==> src/rtl/bp_table_scheduler.sv <==
// One-bit branch predictor table with a single access port shared between
// lookups and resolves. A small arbiter in IDLE picks which request is served,
// favouring resolves but bounding how long a waiting lookup can be starved.
module bp_table_scheduler #(
  parameter int unsigned IDX_W      = 3,
  parameter int unsigned STARVE_LIM = 3
) (
  input  logic             clk,
  input  logic             reset,
  input  logic             lk_valid,
  output logic             lk_ready,
  input  logic [IDX_W-1:0] lk_addr,
  output logic             pred_valid,
  output logic             pred,
  input  logic             rs_valid,
  output logic             rs_ready,
  input  logic [IDX_W-1:0] rs_addr,
  input  logic             rs_outcome,
  output logic             miss_pulse,
  output logic [3:0]       miss_cnt,
  output logic             busy
);

  localparam int unsigned ENTRIES = 1 << IDX_W;
  localparam int unsigned SC_W    = (STARVE_LIM < 1) ? 1 : $clog2(STARVE_LIM + 1);

  typedef enum logic [1:0] {
    S_IDLE    = 2'd0,
    S_LKUP    = 2'd1,
    S_UPD_CMP = 2'd2,
    S_UPD_WR  = 2'd3
  } state_t;

  state_t             state;
  state_t             state_nxt;
  logic [ENTRIES-1:0] pred_tbl;
  logic [IDX_W-1:0]   addr_q;
  logic               outcome_q;
  logic               miss_flag_q;
  logic [SC_W-1:0]    starve_cnt;
  logic               rs_grant_c;
  logic               lk_grant_c;

  // Arbitration: resolve wins unless a waiting lookup has been starved long enough
  always_comb begin
    rs_grant_c = 1'b0;
    lk_grant_c = 1'b0;
    if (!reset && state == S_IDLE) begin
      if (rs_valid && (!lk_valid || starve_cnt < SC_W'(STARVE_LIM))) begin
        rs_grant_c = 1'b1;
      end else if (lk_valid) begin
        lk_grant_c = 1'b1;
      end
    end
  end

  // State register
  always_ff @(posedge clk or posedge reset) begin
    if (reset) begin
      state <= S_IDLE;
    end else begin
      state <= state_nxt;
    end
  end

  // Next-state logic
  always_comb begin
    state_nxt = state;
    case (state)
      S_IDLE: begin
        if (rs_grant_c) begin
          state_nxt = S_UPD_CMP;
        end else if (lk_grant_c) begin
          state_nxt = S_LKUP;
        end
      end
      S_LKUP:    state_nxt = S_IDLE;
      S_UPD_CMP: state_nxt = S_UPD_WR;
      S_UPD_WR:  state_nxt = S_IDLE;
      default:   state_nxt = S_IDLE;
    endcase
  end

  // Outputs decoded from the current state and the latched request
  always_comb begin
    lk_ready   = lk_grant_c;
    rs_ready   = rs_grant_c;
    busy       = (state != S_IDLE);
    pred_valid = 1'b0;
    pred       = 1'b0;
    miss_pulse = 1'b0;
    if (state == S_LKUP) begin
      pred_valid = 1'b1;
      pred       = pred_tbl[addr_q];
    end
    if (state == S_UPD_WR) begin
      miss_pulse = miss_flag_q;
    end
  end

  // Request latch, mismatch compare, table write and counters
  always_ff @(posedge clk or posedge reset) begin
    if (reset) begin
      pred_tbl    <= '0;
      addr_q      <= '0;
      outcome_q   <= 1'b0;
      miss_flag_q <= 1'b0;
      starve_cnt  <= '0;
      miss_cnt    <= 4'd0;
    end else begin
      if (rs_grant_c) begin
        addr_q    <= rs_addr;
        outcome_q <= rs_outcome;
        if (lk_valid && starve_cnt < SC_W'(STARVE_LIM)) begin
          starve_cnt <= starve_cnt + SC_W'(1);
        end
      end else if (lk_grant_c) begin
        addr_q     <= lk_addr;
        starve_cnt <= '0;
      end
      if (state == S_UPD_CMP) begin
        miss_flag_q <= pred_tbl[addr_q] ^ outcome_q;
      end
      if (state == S_UPD_WR) begin
        pred_tbl[addr_q] <= outcome_q;
        if (miss_flag_q) begin
          miss_cnt <= miss_cnt + 4'd1;
        end
      end
    end
  end

endmodule

==> config.mk <==
export PLATFORM = sky130hd
export DESIGN_NAME = bp_table_scheduler
export DESIGN_NICKNAME = d
export VERILOG_FILES = /design/src/rtl/bp_table_scheduler.sv
export SDC_FILE = /design/constraint.sdc
export NUM_CORES = 1
export LEC_CHECK = 0
export CORE_UTILIZATION = 55
export DETAILED_ROUTE_END_ITERATION = 8
export DONT_BUFFER_PORTS = 1
export GPL_ROUTABILITY_DRIVEN = 0
export GPL_TIMING_DRIVEN = 0
export PLACE_DENSITY_LB_ADDON = 0.25
export SYNTH_ARGS = -nofsm -noshare
export SYNTH_HDL_FRONTEND = slang
export SYNTH_SLANG_ARGS = --single-unit
==> constraint.sdc <==
create_clock -name clk -period 4.69 [get_ports clk]
set_input_delay 0.938 -clock clk [delete_from_list [all_inputs] [get_ports clk]]
set_output_delay 0.938 -clock clk [all_outputs]
set_load 0.01 [all_outputs]
==> qor.csv <==
stage;metric;value;unit
detailed_routing;Post-route DRC;0;
worst_setup_path;CP Max Fanout;5;
synth;Cells after Synth;93;
place;Post-Place Cells;118;
floorplan;Die ar.;2066;um^2
floorplan;core footprint;1745;um^2
detailed_routing;Routed Antenna Nets;0;
cells_and_area;Finished Cell Area;1096;um^2
synth;Mapped Area;1038;um^2
clock_tree;depth of the CTS H-tree;1;
global_route;largest net degree at the start of global routing;22;
global_route;vias in the first global route;685;
hold_path;Min-Delay Startpoint;starve_cnt[0]$_DFFE_PP0P_;
synth;main flop type after synthesis;dfrtp_1;
synth;Post-synth EDFFs;0;
global_route;gr usage total;0.2087;
sta;Tmin final;2.661;ns
clock_tree;Longest Clk Path Bufs;2;
floorplan;row cnt;15;
cells_and_area;nets@finish;111;
run;max cap viols;0;
detailed_routing;DRT Wirelength;1723;um
worst_setup_path;crit path kind;in -> out;
worst_setup_path;Worst Setup SP;reset;
clock_tree;Sinks on Clock Net;21;
cells_and_area;fillcell total;139;
sta;Slew @ Worst Pin;0.7553;ns
synth;asr flop ratio synth;1.000;
hold_path;type of the tightest min-delay check;reg -> reg;
power_and_ir_drop;Max VDD drop;0.2910;mV
clock_tree;worst skew pair latency;0.31;ns
cells_and_area;Ant. Diodes;0;
sta;max-slew violations;0;
synth;post-synthesis sequential area ratio;0.5060;
power_and_ir_drop;Cell Pwr Density;589.8;nW/um^2
detailed_routing;Vias/cell;5.525;
synth;Yosys cell types;29;
sta;Slew HR;0.4959;
cells_and_area;Register Area;525.5;um^2
detailed_routing;TritonRoute pass-1 iters;4;
worst_setup_path;worst reg2reg path depth;5;
place;Placement Cell Area;1070;um^2
clock_tree;Post-CTS Resized;0;
place;setup slack at placement;2.038;ns
clock_tree;cts hold-fix bufs;0;
cells_and_area;most frequent cells in the layout;dfrtp_1, nand2_1, mux2_2, nor2_1, o21ai_0;
hold_path;Hold Path Depth;1;
worst_setup_path;worst reg2reg endpoint;addr_q[2]$_DFFE_PP0P_;
sta;hold_ws;0.5038;ns
hold_path;hold path endpoint;starve_cnt[0]$_DFFE_PP0P_;
clock_tree;Num CTS Buffers;3;
place;DP Wirelength;1295;um
sta;maximum clock frequency;0.3758;GHz
sta;Final TNS setup;0;ns
worst_setup_path;startpoint class of the critical path;input pin;
cells_and_area;share of cells above drive strength 1;0.1856;
floorplan;Die Wd;45.46;um
clock_tree;CTS tree;done;
sta;period utilisation layout;0.5673;
cells_and_area;synthesis-to-finish area growth;5.542;%
clock_tree;clock root buffer;clkbuf_4;
sta;clk_skew;0.003343;ns
clock_tree;Worst-path clk slew;0.11;ns
cells_and_area;area of the multi-input gates;470.5;um^2
sta;setup ws final;2.029;ns
floorplan;Starting Density;0.5950;
worst_setup_path;crit end category;output port;
global_route;grt total ovfl;0;
worst_setup_path;RR Startpoint;state[1]$_DFFE_PP0P_;
synth;syn avg cell area;11.17;um^2
detailed_routing;routed len/inst;14.12;um
floorplan;die height;45.46;um
worst_setup_path;worst path required time;3.75;ns
synth;Seq cells post-synth;21;
power_and_ir_drop;Static Leak;0.5310;nW
cells_and_area;Post-Layout Cell Count;122;
detailed_routing;DRT iter0 DRCs;22;
outcome;status;finished clean;
worst_setup_path;CP arrival;1.72;ns
place;IO buf count;0;
global_route;antenna violations before repair;0;
synth;Yosys warnings;0;
sta;Setup Viol. Count Final;0;
cells_and_area;fin util;0.6280;
sta;final hold vios;0;
cells_and_area;commonest non-fill, non-tap cell in the layout;dfrtp_1;
clock_tree;Setup Buffers After CTS;0;
sta;RSZ-0062 raised after global routing;false;
worst_setup_path;worst reg-to-reg setup slack;3.06;ns
power_and_ir_drop;post-layout power;646.4;uW
floorplan;top-level port count;21;
detailed_routing;DR vias;674;
synth;syn nets;106;
global_route;first-pass GRT wire length;2973;um
-- per-layer routing --
| layer | GRT usage | vias up | wire length [um] |
|---|---|---|---|
| met3 | 0.02778 | 5 | 87 |
| met1 | 0.2653 | 322 | 782 |
| met4 | 0.09091 | 0 | 30 |
| met2 | 0.3543 | 20 | 823 |
| met5 | 0 | - | 0 |
| li1 | - | 327 | - |
-- cells in the mapped netlist (2+ instances only) --
| master | n | area [um^2] |
|---|---|---|
| inv_1 | 3 | 11.26 |
| nand3_1 | 3 | 15.01 |
| nor3_1 | 3 | 15.01 |
| ha_1 | 2 | 25.02 |
| mux2_2 | 9 | 101.4 |
| xor2_1 | 2 | 17.52 |
| dfrtp_1 | 21 | 525.5 |
| mux4_1 | 2 | 52.55 |
| nand2b_1 | 3 | 18.77 |
| mux2i_1 | 3 | 30.03 |
| xnor2_1 | 2 | 17.52 |
| nor2_1 | 6 | 22.52 |
| nand2_1 | 14 | 52.55 |
| o21ai_0 | 4 | 20.02 |
| clkbuf_2 | 2 | 10.01 |
-- final cells by class --
cell class	count	area share
buffer	4	0.02511
clock buffer	4	0.02397
inverter	4	0.01370
multi-input combinational	64	0.4292
sequential	21	0.4795
tap	25	0.02854
-- logic make-up after synthesis --
group | after synthesis | share of synthesized area
AO/OA/AOI/OAI | 7 | 0.03855
XOR/XNOR | 4 | 0.03374
adder cells (fa/ha/maj) | 2 | 0.02409
buffers and inverters | 8 | 0.04095
flip-flops | 21 | 0.5060
multiplexers | 15 | 0.1904
AND/OR/NAND/NOR | 36 | 0.1663
-- state kept, by name, indices dropped and copies added, names as in the netlist --
| register | count |
|---|---|
| miss_cnt | 4 |
| outcome_q | 1 |
| starve_cnt | 2 |
| miss_flag_q | 1 |
| pred_tbl | 8 |
| state | 2 |
| addr_q | 3 |
-- worst max-delay path by stage --
stage                to  slack (ns)  cells past startpoint
2_1_floorplan  lk_ready        2.21                      3
3_3_place_gp   lk_ready        2.04                      3
3_5_place_dp   lk_ready        2.04                      3
4_1_cts        lk_ready        2.03                      3
5_1_grt        lk_ready        1.85                      4
6_report       lk_ready        2.03                      3
-- where the power goes --
| part | internal, mW | switching (mW) | total (mW) |
|---|---|---|---|
| combinational | 0.122 | 0.115 | 0.237 |
| sequential | 0.256 | 0.0668 | 0.323 |
| clock | 0.0333 | 0.0531 | 0.0864 |
| total | 0.412 | 0.235 | 0.646 |
-- worst max-delay path, cell delays in order --
cell and delay, ns:
nor3_1 0.28, nand3_1 0.32, inv_1 0.19
Note: power is estimated with default switching activity, not from simulation.
